===== src/rtl/pds_pkg.sv =====
// Shared definitions for the pattern detect scheduler: one-hot FSM state
// encoding and the width helper used to size lane and count fields.
package pds_pkg;

    typedef enum logic [4:0] {
        ST_IDLE   = 5'b00001,
        ST_CLEAR  = 5'b00010,
        ST_RUN    = 5'b00100,
        ST_DRAIN  = 5'b01000,
        ST_REPORT = 5'b10000
    } pds_state_e;

    // Smallest w with 2**w >= value.
    function automatic int pds_clog2(input int value);
        int w;
        w = 0;
        for (int i = 0; i < 31; i++) begin
            if ((1 << i) < value) begin
                w = i + 1;
            end
        end
        return w;
    endfunction

endpackage


===== src/rtl/pds_rr_arbiter.sv =====
// Combinational round-robin pick: the first set request bit at or after
// the pointer, wrapping past N-1 back to 0.
module pds_rr_arbiter #(
    parameter int N     = 4,
    parameter int IDX_W = 2
) (
    input  logic [N-1:0]     i_req,
    input  logic [IDX_W-1:0] i_ptr,
    output logic [N-1:0]     o_grant,
    output logic [IDX_W-1:0] o_idx,
    output logic             o_any
);

    int               w_pos;
    logic [IDX_W-1:0] w_sel;

    // Scan the lanes in priority order starting at the pointer.
    always_comb begin
        o_grant = '0;
        o_idx   = '0;
        o_any   = 1'b0;
        w_pos   = 0;
        w_sel   = '0;
        for (int k = 0; k < N; k++) begin
            w_pos = int'(i_ptr) + k;
            if (w_pos >= N) begin
                w_pos = w_pos - N;
            end
            w_sel = IDX_W'(w_pos);
            if (!o_any && i_req[w_sel]) begin
                o_any          = 1'b1;
                o_idx          = w_sel;
                o_grant[w_sel] = 1'b1;
            end
        end
    end

endmodule


===== src/rtl/pattern_detect_scheduler.sv =====
// Time-shares one serial pattern detector among NUM_LANES lanes.
// A round-robin winner gets a detector clear, WINDOW_LEN enabled serial
// bits, and DET_LAT drain cycles; hits are counted and returned as
// {lane, count}.
// Optional build macro PDS_LANE_MASK_EN adds lane_mask_i (1 = lane ineligible).
//
// Result handshake: res_valid_o rises in REPORT and stays high with
// res_lane_o/res_count_o frozen until a cycle where res_ready_i=1; that
// edge is the transfer. res_ready_i outside REPORT has no effect.
module pattern_detect_scheduler
    import pds_pkg::*;
#(
    parameter  int NUM_LANES  = 4,
    parameter  int WINDOW_LEN = 16,
    parameter  int DET_LAT    = 1,
    localparam int LANE_W     = pds_clog2(NUM_LANES),
    localparam int CNT_W      = pds_clog2(WINDOW_LEN + 1)
) (
    input  logic                 clk,
    input  logic                 rstb,
    input  logic [NUM_LANES-1:0] req_i,
    input  logic [NUM_LANES-1:0] serial_i,
`ifdef PDS_LANE_MASK_EN
    input  logic [NUM_LANES-1:0] lane_mask_i,
`endif
    output logic [NUM_LANES-1:0] grant_o,
    output logic                 det_clear_o,
    output logic                 det_enable_o,
    output logic                 det_serial_o,
    input  logic                 det_hit_i,
    output logic                 res_valid_o,
    input  logic                 res_ready_i,
    output logic [LANE_W-1:0]    res_lane_o,
    output logic [CNT_W-1:0]     res_count_o,
    output logic                 busy_o,
    output pds_state_e           dbg_state_o
);

    pds_state_e           r_state;
    pds_state_e           w_next;
    logic [LANE_W-1:0]    r_ptr;
    logic [LANE_W-1:0]    r_lane;
    logic [CNT_W-1:0]     r_bit_cnt;
    logic [CNT_W-1:0]     r_hit_cnt;
    logic [1:0]           r_drain_cnt;
    logic [NUM_LANES-1:0] w_elig;
    logic [NUM_LANES-1:0] w_arb_grant;
    logic [LANE_W-1:0]    w_arb_idx;
    logic                 w_arb_any;
    logic                 w_last_bit;
    logic                 w_drain_done;
    logic                 w_run_sample;

`ifdef PDS_LANE_MASK_EN
    assign w_elig = req_i & ~lane_mask_i;
`else
    assign w_elig = req_i;
`endif

    pds_rr_arbiter #(
        .N     (NUM_LANES),
        .IDX_W (LANE_W)
    ) u_arb (
        .i_req   (w_elig),
        .i_ptr   (r_ptr),
        .o_grant (w_arb_grant),
        .o_idx   (w_arb_idx),
        .o_any   (w_arb_any)
    );

    assign w_last_bit   = (r_bit_cnt == CNT_W'(WINDOW_LEN - 1));
    assign w_drain_done = (r_drain_cnt == 2'(DET_LAT - 1));

    // The first DET_LAT hits of RUN belong to the previous detector history.
    generate
        if (DET_LAT == 0) begin : g_no_lat
            assign w_run_sample = 1'b1;
        end else begin : g_lat
            assign w_run_sample = (r_bit_cnt >= CNT_W'(DET_LAT));
        end
    endgenerate

    // FSM state register.
    always_ff @(posedge clk) begin
        if (rstb) begin
            r_state <= ST_IDLE;
        end else begin
            r_state <= w_next;
        end
    end

    // Next state and all externally visible outputs, decoded from state.
    always_comb begin
        w_next       = r_state;
        grant_o      = '0;
        det_clear_o  = 1'b0;
        det_enable_o = 1'b0;
        det_serial_o = 1'b0;
        res_valid_o  = 1'b0;
        res_lane_o   = '0;
        res_count_o  = '0;
        busy_o       = (r_state != ST_IDLE);
        if (r_state != ST_IDLE) begin
            grant_o[r_lane] = 1'b1;
        end
        case (r_state)
            ST_IDLE: begin
                if (w_arb_any) begin
                    w_next = ST_CLEAR;
                end
            end
            ST_CLEAR: begin
                det_clear_o = 1'b1;
                w_next      = ST_RUN;
            end
            ST_RUN: begin
                det_enable_o = 1'b1;
                det_serial_o = serial_i[r_lane];
                if (w_last_bit) begin
                    w_next = (DET_LAT == 0) ? ST_REPORT : ST_DRAIN;
                end
            end
            ST_DRAIN: begin
                if (w_drain_done) begin
                    w_next = ST_REPORT;
                end
            end
            ST_REPORT: begin
                res_valid_o = 1'b1;
                res_lane_o  = r_lane;
                res_count_o = r_hit_cnt;
                if (res_ready_i) begin
                    w_next = ST_IDLE;
                end
            end
            default: begin
                w_next = ST_IDLE;
            end
        endcase
    end

    // Lane latch, window counters and round-robin pointer.
    always_ff @(posedge clk) begin
        if (rstb) begin
            r_ptr       <= '0;
            r_lane      <= '0;
            r_bit_cnt   <= '0;
            r_hit_cnt   <= '0;
            r_drain_cnt <= '0;
        end else begin
            case (r_state)
                ST_IDLE: begin
                    if (w_arb_any) begin
                        r_lane <= w_arb_idx;
                    end
                end
                ST_CLEAR: begin
                    r_bit_cnt   <= '0;
                    r_hit_cnt   <= '0;
                    r_drain_cnt <= '0;
                end
                ST_RUN: begin
                    r_bit_cnt <= r_bit_cnt + 1'b1;
                    if (w_run_sample && det_hit_i) begin
                        r_hit_cnt <= r_hit_cnt + 1'b1;
                    end
                end
                ST_DRAIN: begin
                    r_drain_cnt <= r_drain_cnt + 1'b1;
                    if (det_hit_i) begin
                        r_hit_cnt <= r_hit_cnt + 1'b1;
                    end
                end
                ST_REPORT: begin
                    if (res_ready_i) begin
                        r_ptr <= (r_lane == LANE_W'(NUM_LANES - 1)) ? '0 : r_lane + 1'b1;
                    end
                end
                default: begin
                end
            endcase
        end
    end

    assign dbg_state_o = r_state;

endmodule


===== config.mk =====
export PLATFORM = sky130hd
export DESIGN_NAME = pattern_detect_scheduler
export DESIGN_NICKNAME = d
export VERILOG_FILES = /design/src/rtl/pds_pkg.sv /design/src/rtl/pds_rr_arbiter.sv /design/src/rtl/pattern_detect_scheduler.sv
export SDC_FILE = /design/constraint.sdc
export NUM_CORES = 1
export LEC_CHECK = 0
export CAP_MARGIN = 20
export CORE_UTILIZATION = 49
export DETAILED_ROUTE_END_ITERATION = 8
export PLACE_DENSITY = 0.89
export SYNTH_ARGS = -nofsm -noshare
export SYNTH_HDL_FRONTEND = slang
export SYNTH_SLANG_ARGS = --single-unit

===== constraint.sdc =====
create_clock -name clk -period 2.4 [get_ports clk]
set_clock_uncertainty 0.15 [all_clocks]
set_input_delay 0.36 -clock clk [delete_from_list [all_inputs] [get_ports clk]]
set_output_delay 0.36 -clock clk [all_outputs]
set_load 0.005 [all_outputs]

==> reports/qor.txt <==
status: finished clean
crit-path max cell delay: 0.46 ns
adder-cell share of the synthesized area: 0.0811
top-area cell type share of the netlist area: 0.303
main combinational cell family by area after synthesis: simple AND/OR/NAND/NOR gates
most common cell after layout, fill and taps aside: clkdlybuf4s50_1
hold endpoint: r_ptr[0]$_SDFFE_PP0P_
cell family with most CP delay: buffers and inverters
Reg2Reg Depth: 7
unrepaired setup endpoints after global routing: true
crit-path max FO: 1
# diodes: 0
Worst Setup Path Type: in -> out
most frequent cells in the layout: clkdlybuf4s50_1, a21oi_1, dfxtp_1
Worst path most repeated cell: clkdlybuf4s50_1
Buf/Inv on CP: 2
Slew HR: 0.715
Slew @ Worst Pin: 0.427 ns
VDD IR max: 0.000408 V
pwr/cell area: 430 nW/µm²
Post-Syn Instances: 167
Synth Area in Compound Gates: 0.190
fin crit period: 2.37 ns
clock transition at the registers of the reported paths: 0.11 ns
worst hold path class: reg -> reg
Mapped Avg Cell Area: 8.32 µm²
Hold Path Depth: 2
hold_sp: r_ptr[0]$_SDFFE_PP0P_
number of synthesized flops with an enable pin: 0
gpl congestion: 0.880
RR Endpoint: dbg_state_o[3]$_SDFFE_PP0P_
CTS Sinks: 21
vias per cell: 6.02
slowest cell on the critical path: mux4_2
clock latency on the worst-skew pair: 0.30 ns
H-tree levels: 1
DR WL/cell: 15.2 µm
via count of the first global-routing pass: 1,260
Post-Place Cells: 229
clock buffer depth: 2
Final Hold Viols: 0
Port-buffer cells: 32
CTS Buf Count: 3
CP Capture Type: output pin
number of DRC markers in iteration 0: 62
Vias: 1,420
starting density of the core: 0.541
Core Box Area: 2570 µm²
largest net degree at the start of global routing: 18
fin nets: 228
Die Ht: 55.2 µm
post-layout util: 0.706
async set-reset flop share out of synthesis: 0
CTS tree: yes
Post-Synth XOR/XNOR Area: 0.0261
Yosys reg bits: 21
die area: 3050 µm²
CP Launch Type: input pin
final WL: 3590 µm
highest clock rate: 422 MHz
CP cell instances: clkdlybuf4s50_1, mux4_2, and3_1, clkdlybuf4s50_1
share of layout cells above drive strength 1: 0.136
r2r setup slk: 0.42 ns
Area contributors post-synth: dfxtp_1, ha_1, a21oi_1
Synth Flop Type: dfxtp_1
CP required: 1.89 ns
overall global routing resource usage: 0.227
final setup vio count: 0
clock root buffer: clkbuf_4
Synth cell types: 44
Worst Path Arrival: 1.86 ns
post-synth top area cell: dfxtp_1
mux cell area share after synthesis: 0.0234
top-level port count: 33
grt ovf: 0
Pleak: 0.674 nW
reg-to-reg startpoint: r_bit_cnt[0]$_SDFFE_PP0P_
drt pass-1 iters: 4
initial antenna violation count: 0
fin. max-slew vios: 0
Area Overhead vs Synth: 30.5%
Routed Antenna Nets: 0
global-route wire length before repair: 5610 µm
Site Rows: 18
hpwl dp: 2680 µm
Max Cap Viol: 0
area share of and/or/nand/nor cells after synthesis: 0.312
Die W: 55.2 µm
setup tns final: 0 ns
Syn Nets: 188
post-route clock period utilization: 0.988
Non-Filler Instances: 236
drc violations: 0
sequential area share after synthesis: 0.303
mapped cell area: 1390 µm²
Synthesis Warnings: 0
-- how the worst max path moves through the flow --
stage	from	endpoint	slack [ns]	depth (start not counted)
global placement	serial_i[3]	det_serial_o	0.05	4
detailed placement	serial_i[3]	det_serial_o	0.05	4
finish	serial_i[2]	det_serial_o	0.03	4
CTS	dbg_state_o[3]$_SDFFE_PP0P_	grant_o[3]	0.03	4
floorplan	dbg_state_o[3]$_SDFFE_PP0P_	r_hit_cnt[4]$_SDFFE_PP0P_	0.68	5
global route	dbg_state_o[2]$_SDFFE_PP0P_	grant_o[1]	-0.03	4
-- where the power goes --
group          switching [mW]  internal, mW
Sequential             0.0272         0.362
Clock                   0.106        0.0648
Combinational           0.105         0.115
-- per-layer routing --
layer | share of wire | up-vias | GRT usage
met5 | 0 | - | 0
met4 | 0.028 | 0 | 0.0893
met3 | 0.068 | 11 | 0.0281
met2 | 0.52 | 76 | 0.406
met1 | 0.38 | 655 | 0.274
li1 | - | 678 | -
-- cell families after synthesis --
kind of cell / after synthesis
simple gates: 73
compound gates: 40
flops: 21
buf+inv: 20
fa+ha+maj: 9
xor+xnor: 2
mux: 2
-- registers in the layout (all words and copies together), names as in the netlist --
name and cells:
dbg_state_o 5, r_bit_cnt 5, r_hit_cnt 5, r_drain_cnt 2, r_lane 2, r_ptr 2
-- final cells by class --
cell class | instances | area (µm²)
tap | 30 | 37.5
sequential | 21 | 429
multi-input combinational | 126 | 883
fill | 200 | 754
inverter | 15 | 56.3
timing repair buffer | 40 | 380
clock buffer | 4 | 26.3
-- through the flow --
step                cell area [µm²]  hold slack (ns)  worst slack, ns  total power, mW
floorplan                      1390            0.295            0.677            0.500
finish                         1810            0.346           0.0284            0.780
CTS                            1780            0.343           0.0254            0.772
global route                   1810            0.385          -0.0287            0.820
detailed placement             1750            0.315           0.0459            0.601
global placement               1750            0.313           0.0484            0.592
-- timing repair --
action,CTS,global route
resized for setup,3,6
hold buffers,0,0
pin swaps,0,1
setup buffers,0,3
endpoints found under the setup margin,7,13
-- worst reg2reg max path: cells and delay by family, from the launching register on --
family / cells / cell delay (ns)
DFF: 1 / 0.45
and+or+nand+nor: 2 / 0.23
AOI/OAI and AO/OA: 3 / 0.67
adders and majority gates: 2 / 0.40
-- cell usage after synthesis (5+ instances only) --
| master | n |
|---|---|
| or3_1 | 6 |
| nor3_1 | 5 |
| dfxtp_1 | 21 |
| o21ai_0 | 8 |
| nand2_1 | 11 |
| nor2_1 | 14 |
| inv_1 | 15 |
| a21oi_1 | 17 |
| and2_1 | 9 |
| nand3_1 | 5 |
| ha_1 | 9 |
No activity file was read; power rests on OpenSTA's default activity.
==> RTL change, RTL diff (config.mk and constraints unchanged) <==
The option `PDS_LANE_MASK_EN` is turned on by a define.
--- a/src/rtl/pattern_detect_scheduler.sv
+++ b/src/rtl/pattern_detect_scheduler.sv
@@ -9,2 +9,4 @@
 // edge is the transfer. res_ready_i outside REPORT has no effect.
+`define PDS_LANE_MASK_EN
+
 module pattern_detect_scheduler
Ports: changed (added lane_mask_i); port bits go from 33 to 37. No check against the original RTL was run, so the function may have changed too.
==> RTL change against the original RTL <==
- global-route usage increased by 2.1 points
- worst setup slack got worse by 0.0082 ns
- worst hold slack got worse by 0.011 ns
- clock power increased by 9%
- final area increased by 1.2%
- total power decreased by 3.4%
- wire length decreased by 1.9%
- sequential cell count unchanged
- via count decreased by 0.42%
- core utilization increased by 1.5 points
- synthesized area decreased by 2.6%
- count of clock-buffer cells in the layout decreased by 1
- highest routed layer unchanged
==> RTL change: results (changes against the original RTL) <==
finish:
  clkCellAreaFrac: 0.0150  # +0.000504
  multi_input_area_um2: 860  # -2.7%
  buffers_excl_clock: 46  # +15%
  final_nets: 231  # +1.3%
  inv_count: 10  # -5
  seq-cell-share: 0.232  # -0.00495
  clock_buffers: 3  # -1
  buf_share: 0.244  # +0.0342
  nFillCells: 199  # -0.50%
  antenna_cells: 0  # unchanged
  drive_gt1_frac: 0.107  # -0.0286
  nMultiInputCombCells: 124  # -1.6%
synth:
  yosys_warnings: 0  # unchanged
  synth_fa_ha_area_frac: 0.0833  # +0.00218
  synth_seq_area_share: 0.311  # +0.00812
  netlist_top_cells_area: "dfxtp_1, ha_1, and2_1"
  synth_mux_area_frac: 0.0324  # +0.00895
  synth_xor_area_frac: 0.00648  # -0.0197
  synth_compound_area_frac: 0.199  # +0.00880
  synth_cell_types: 43  # -2.3%
  synth_top_cells_by_count: "dfxtp_1, and2_1, nand3_1, a21oi_1"
  syn_nets: 189  # +0.53%
critical_path:
  crit_family: "simple AND/OR/NAND/NOR gates"
  crit_path_max_fanout: 8  # +7
  cp_slowest_cell: "clkdlybuf4s50_1"
routing:
  drtIter0Drc: 61  # -1.6%
  drt_wl_total_um: 3520  # -1.9%
  via_per_inst: 6.02  # about the same
  dr.max_layer_used: "met4"
  wl_met1_um: 1480  # +7.6%
  wl_met3_um: 178  # -27%
  met2WireLength_um: 1800  # -4.0%
sta:
  slew_headroom: 0.734  # +0.0195
global_routing:
  grt_max_degree: 13  # -5
  grt_usage: 0.248  # +0.0209
  grt_pass1_wl_um: 5270  # -6.0%
  first_global_vias: 1231  # -2.3%
  grt.met1_usage: 0.300  # +0.0261
  grtUsageMet3: 0.0500  # +0.0219
  met2_usage: 0.433  # +0.0267
place:
  port_buffers: 36  # +13%
  dpl_worst_slack_ns: 0.0662  # +0.0203 ns
  gp_congestion: 0.798  # -9.2%
  dp.final_hpwl_um: 2560  # -4.2%
outcome:
  status: "completed"
power_and_ir_drop:
  p_sw_mw: 0.225  # -5.9%
  pg_seq_mw: 0.379  # -3%
  ir_drop_mv: 0.447  # +9.3%
  clkPwrFrac: 0.247  # +0.028
  p_leak_nw: 0.685  # +1.7%
cts:
  worstSkewPairLatency_ns: 0.33  # +0.03 ns
  path_clk_slew_ns: 0.13  # +0.02 ns
  cts_root_buf: "clkbuf_4"
  cts.htree.levels: 1  # unchanged
run:
  drv_cap: 0  # unchanged
## RTL change: per-stage QoR
stage          power (mW)  setup TNS, ns  cells  hold WS [ns]  instance area (um2)
4_1_cts             0.742              0    232         0.341                 1790
2_1_floorplan       0.466              0    164         0.294                 1350
5_1_grt             0.789          -1.18    235         0.362                 1840
6_report            0.754              0    235         0.335                 1840
3_5_place_dp        0.557              0    227         0.322                 1750
3_3_place_gp        0.549              0    227         0.305                 1750
## RTL change: worst paths after layout
check / startpoint / to / slack [ns] / cells after the start
worst min register to register: r_drain_cnt[1] / r_drain_cnt[1] / 0.34 / 2
worst max-delay path: dbg_state_o[2] / grant_o[3] / 0.02 / 4
worst min-delay path: r_drain_cnt[1] / r_drain_cnt[1] / 0.34 / 2
worst max register to register: dbg_state_o[2] / r_hit_cnt[3] / 0.27 / 4
## RTL change: what timing repair did
action,CTS,global route
buffers inserted,1,3
gates cloned,0,0
setup endpoints to repair,12,14
gates resized for setup,3,4
pin swaps,0,0
